--- config.mk ---
export PLATFORM = sky130hd
export DESIGN_NAME = artemis_mcb_burst_ctrl
export DESIGN_NICKNAME = d
export VERILOG_FILES = /design/src/rtl/artemis_mcb_burst_ctrl.sv
export SDC_FILE = /design/constraint.sdc
export NUM_CORES = 1
export LEC_CHECK = 0
export ABC_AREA = 0
export CORE_ASPECT_RATIO = 1.75
export CORE_UTILIZATION = 42
export CTS_CLUSTER_DIAMETER = 120
export CTS_CLUSTER_SIZE = 12
export DETAILED_ROUTE_END_ITERATION = 8
export GPL_ROUTABILITY_DRIVEN = 0
export PLACE_DENSITY = 0.88
export SLEW_MARGIN = 20
export SYNTH_ARGS = -nofsm -noshare
export SYNTH_HDL_FRONTEND = slang
export SYNTH_SLANG_ARGS = --single-unit
--- constraint.sdc ---
create_clock -name p3_cmd_clk -period 2.1 [get_ports p3_cmd_clk]
set_input_delay 0.21 -clock p3_cmd_clk [delete_from_list [all_inputs] [get_ports p3_cmd_clk]]
set_output_delay 0.21 -clock p3_cmd_clk [all_outputs]
set_load 0.03 [all_outputs]
--- src/rtl/artemis_mcb_burst_ctrl.sv ---
// Drives Artemis DDR3 MCB user port 3 for one host burst: write FIFO fill followed by a WRITE
// command, or a READ command followed by a read FIFO drain with a no-data timeout.
module artemis_mcb_burst_ctrl #(
    parameter bit          USE_PRECHARGE = 1'b0,
    parameter int unsigned RD_TIMEOUT    = 1024
) (
    input  logic        p3_cmd_clk,
    input  logic        rst,
    input  logic        calibration_done,
    input  logic        req_valid,
    output logic        req_ready,
    input  logic        req_write,
    input  logic [27:0] req_addr,
    input  logic [6:0]  req_len,
    input  logic        wdata_valid,
    output logic        wdata_ready,
    input  logic [31:0] wdata,
    input  logic [3:0]  wbe,
    output logic        rdata_valid,
    output logic [31:0] rdata,
    output logic        done,
    output logic        err,
    output logic        p3_cmd_en,
    output logic [2:0]  p3_cmd_instr,
    output logic [5:0]  p3_cmd_bl,
    output logic [29:0] p3_cmd_byte_addr,
    input  logic        p3_cmd_full,
    output logic        p3_wr_en,
    output logic [3:0]  p3_wr_mask,
    output logic [31:0] p3_wr_data,
    input  logic        p3_wr_full,
    output logic        p3_rd_en,
    input  logic [31:0] p3_rd_data,
    input  logic        p3_rd_empty
);

    localparam int unsigned    TmoW    = $clog2(RD_TIMEOUT);
    localparam logic [TmoW-1:0] TmoLast = TmoW'(RD_TIMEOUT - 1);
    localparam logic [2:0]     InstrWr = USE_PRECHARGE ? 3'b010 : 3'b000;
    localparam logic [2:0]     InstrRd = USE_PRECHARGE ? 3'b011 : 3'b001;

    typedef enum logic [2:0] {
        StIdle, StWrFill, StWrCmd, StRdCmd, StRdDrain, StFin
    } state_e;

    state_e          state_q, state_d;
    logic            write_q, write_d;
    logic [27:0]     addr_q, addr_d;
    logic [6:0]      len_q, len_d;
    logic [6:0]      cnt_q, cnt_d;
    logic [TmoW-1:0] tmo_q, tmo_d;
    logic            err_q, err_d;
    logic            cmd_issue;

    always_comb begin
        state_d     = state_q;
        write_d     = write_q;
        addr_d      = addr_q;
        len_d       = len_q;
        cnt_d       = cnt_q;
        tmo_d       = tmo_q;
        err_d       = err_q;
        cmd_issue   = 1'b0;
        req_ready   = (state_q == StIdle) && calibration_done;
        wdata_ready = 1'b0;
        p3_wr_en    = 1'b0;
        p3_wr_data  = 32'h0;
        p3_wr_mask  = 4'h0;
        p3_rd_en    = 1'b0;
        done        = 1'b0;
        err         = 1'b0;

        unique case (state_q)
            StIdle: begin
                if (req_valid && req_ready) begin
                    write_d = req_write;
                    addr_d  = req_addr;
                    len_d   = req_len;
                    cnt_d   = 7'd0;
                    tmo_d   = '0;
                    if (req_len == 7'd0 || req_len > 7'd64) begin
                        err_d   = 1'b1;
                        state_d = StFin;
                    end else begin
                        err_d   = 1'b0;
                        state_d = req_write ? StWrFill : StRdCmd;
                    end
                end
            end
            StWrFill: begin
                wdata_ready = !p3_wr_full;
                p3_wr_en    = wdata_valid && !p3_wr_full;
                p3_wr_data  = wdata;
                p3_wr_mask  = ~wbe;
                if (p3_wr_en) begin
                    cnt_d = cnt_q + 7'd1;
                    if (cnt_q == len_q - 7'd1) state_d = StWrCmd;
                end
            end
            StWrCmd, StRdCmd: begin
                if (!p3_cmd_full) begin
                    cmd_issue = 1'b1;
                    cnt_d     = 7'd0;
                    tmo_d     = '0;
                    state_d   = (state_q == StWrCmd) ? StFin : StRdDrain;
                end
            end
            StRdDrain: begin
                p3_rd_en = !p3_rd_empty;
                if (p3_rd_en) begin
                    cnt_d = cnt_q + 7'd1;
                    tmo_d = '0;
                    if (cnt_q == len_q - 7'd1) state_d = StFin;
                end else if (tmo_q == TmoLast) begin
                    // Leftover FIFO words are not flushed here.
                    err_d   = 1'b1;
                    state_d = StFin;
                end else begin
                    tmo_d = tmo_q + 1'b1;
                end
            end
            StFin: begin
                done    = 1'b1;
                err     = err_q;
                state_d = StIdle;
            end
            default: state_d = StIdle;
        endcase
    end

    always_ff @(posedge p3_cmd_clk) begin
        if (rst) begin
            state_q          <= StIdle;
            write_q          <= 1'b0;
            addr_q           <= 28'h0;
            len_q            <= 7'd0;
            cnt_q            <= 7'd0;
            tmo_q            <= '0;
            err_q            <= 1'b0;
            p3_cmd_en        <= 1'b0;
            p3_cmd_instr     <= 3'b000;
            p3_cmd_bl        <= 6'h0;
            p3_cmd_byte_addr <= 30'h0;
            rdata_valid      <= 1'b0;
            rdata            <= 32'h0;
        end else begin
            state_q     <= state_d;
            write_q     <= write_d;
            addr_q      <= addr_d;
            len_q       <= len_d;
            cnt_q       <= cnt_d;
            tmo_q       <= tmo_d;
            err_q       <= err_d;
            p3_cmd_en   <= cmd_issue;
            rdata_valid <= p3_rd_en;
            if (cmd_issue) begin
                p3_cmd_instr     <= write_q ? InstrWr : InstrRd;
                p3_cmd_bl        <= 6'(len_q - 7'd1);
                p3_cmd_byte_addr <= {addr_q, 2'b00};
            end
            if (p3_rd_en) rdata <= p3_rd_data;
        end
    end

endmodule

==> metrics.txt, run 1 <==
status finished clean; Clock Path Buffers 2; CTS tree yes; Max Fclk 492.8 MHz; period utilization 96.63%; fin area 0.008228 mm²; Period minus WS final 2029 ps; Area Growth Syn to Fin 58.00%; CP Data Arrival Time 2320 ps; total power 8.801 mW; first-iteration detailed-routing DRC count 236; startpoint types flip-flop; fin util 68.17%; register area share after synthesis 48.44%; first-pass GRT wire length 23920 µm; Starting Density 43.15%; die height 149.3 µm; pre-CTS WS -1.677 ps; Post-Syn Area 0.005207 mm²; Hold Crit Depth 2; fill count 969; # nets final 995; Worst path max stage delay 360 ps; Final setup viols 0; Die ar. 0.01287 mm²; initial antenna violation count 0; final hold viol count 0; most frequent cells in the layout nand2_1, clkdlybuf4s50_1, dfxtp_1; Clock Tree Root clkbuf_16; total CTS buffers 17; fraction of layout instances using a drive strength above 1 12.88%; routed via count 5326; EDFF count, synth 0; clock latency on the worst-skew pair 410 ps; global-route usage over all layers 23.86%; reg2reg end state_q[1]; crit end category flip-flop; Yosys top cell area share 48.44%; Inserted Diodes 0; DRC 0; max_cap viols 0; Worst Path Max Fanout 6; number of I/O pins 227; pwr dens 1070 mW/mm²; Synth async-reset ratio 0%; Syn Area/Cell 7.890 µm²; Leakage 3.162 nW; register bit total from synthesis 126; core area 0.01207 mm²; hold crit path type in -> reg; Area contributors post-synth dfxtp_1, nand2_1, a21oi_1; Top FF cell, synth dfxtp_1; area leader, netlist dfxtp_1; kind of critical path reg -> reg; hold endpoint state_q[0]; H-tree depth 4; clk_skew 5.635 ps; die extent in x 86.17 µm; CTS clk-pin slew, worst paths 60 ps; vias in the first global route 5132; CTS sink cnt 126; Final ANT Viol Nets 0; RR Startpoint len_q[0]; First-pass DRT Iterations 4; Yosys cell types 51; RSZ-0062 raised after global routing true; Via density 5.034; most common cell after layout, fill and taps aside nand2_1; Syn. warnings 0; Row Count 53; HP Start rst; WP data required 2390 ps; peak supply drop 764.7 µV; R2R Setup Slk 70 ps; area post-placement 0.007553 mm²; Slowest-stage cell, CP dfxtp_2; CP cell instances inv_1 > ha_1 > nor3b_2 > o311ai_0 > nor4_1 > buf_4 > a41oi_2 > o211ai_1 > nand2_1; drt total wl 15810 µm; PortBufs 222; post-route setup slack 70.76 ps; DP HPWL 10850 µm; setup_tns 0 ps; Worst Reg-to-Reg Cells 9; WL per Instance 14.95 µm; largest net degree at the start of global routing 63; grt ovf 0; Syn Inst Count 660; Slew Viols, Final 0
-- worst max-delay path: cells and delay by family (launching register included) --
family          cells  cell delay [ps]
fa+ha+maj           1              190
compound gates      3              490
buf+inv             2              250
simple gates        3              630
flops               1              360
-- cell families after synthesis --
group,share of synthesized area [%]
buffers and inverters,4.517
XOR/XNOR,3.868
flip-flops,48.44
multiplexers,0.3844
AO/OA/AOI/OAI,15.16
AND/OR/NAND/NOR,26.84
other,0.07201
adder cells (fa/ha/maj),0.7209
-- routing by layer --
layer	GRT usage (%)	vias up	wire [µm]	part of all wire (%)
li1	-	2639	-	-
met1	22.85	2449	5524	35
met2	47.74	207	9086	57
met3	4.427	31	772	4.9
met4	10.25	0	428	2.7
met5	0	-	0	0
-- worst max-delay path by stage --
stage	from	to	cells after the start	slack [ps]
6_report	len_q[0]	state_q[1]	9	70
2_1_floorplan	state_q[0]	p3_wr_en	6	110
4_1_cts	state_q[0]	p3_wr_en	7	-50
5_1_grt	len_q[0]	state_q[0]	9	-30
3_5_place_dp	req_len[2]	state_q[2]	7	-2
3_3_place_gp	req_len[2]	state_q[2]	7	-10
-- through the flow --
step | std cells | hold slack, ps
finish | 1058 | 101.7
floorplan | 663 | 346.0
global route | 1058 | 97.27
detailed placement | 1024 | 443.3
CTS | 1056 | 95.65
global placement | 1024 | 423.7
-- power breakdown --
group          internal, mW  switching [mW]  leakage, nW
clock                  1.84            1.13        0.292
combinational          1.27            1.78         1.85
sequential             2.63           0.156         1.02
total                  5.73            3.07         3.16
-- cell usage after synthesis, types with 2 or more instances --
cell / n
dfxtp_1: 126
nand2b_1: 3
xor2_1: 13
or3_1: 3
ha_1: 3
o21ai_0: 5
o31ai_1: 2
buf_4: 4
and2_1: 5
nand2_1: 206
a21o_1: 3
buf_1: 2
nor3b_2: 2
nor3_1: 4
clkbuf_1: 37
xnor2_1: 10
inv_1: 5
nand3_1: 4
nor2b_1: 2
nor2_1: 35
buf_2: 5
and3_1: 36
mux2i_1: 2
a211oi_1: 8
a21oi_1: 102
nand4_1: 8
-- registers in the layout, indices dropped and copies added, names as in the netlist --
signal and count:
state_q 3, err_q 1, p3_cmd_instr 1, rdata_valid 1, tmo_q 10, p3_cmd_byte_addr 28, p3_cmd_en 1, cnt_q 7
addr_q 28, len_q 7, rdata 32, p3_cmd_bl 6, write_q 1
-- timing repair --
action                                  CTS  global route
resized for setup                         7             6
endpoints found under the setup margin    8             8
gates cloned                              0             1
setup buffers                             0             1
hold buffers                              0             0
-- area by class of cell --
class,instances,area (µm²),area share [%]
multi-input cells,482,2487,30.23
flip-flops and latches,126,2525,30.69
inverters,6,22.52,0.2737
clock buffers,19,452.9,5.505
well taps,165,206.4,2.509
clock inverters,13,153.9,1.870
repair buffers,247,2380,28.92
Power figures use the tool's default switching activity.
==> run 2: changes to the inputs <==
Settings changed: SLEW_MARGIN 20 to unset.
==> results of run 2 <==
No change in the layout: final DEF, timing and power equal those of run 1.
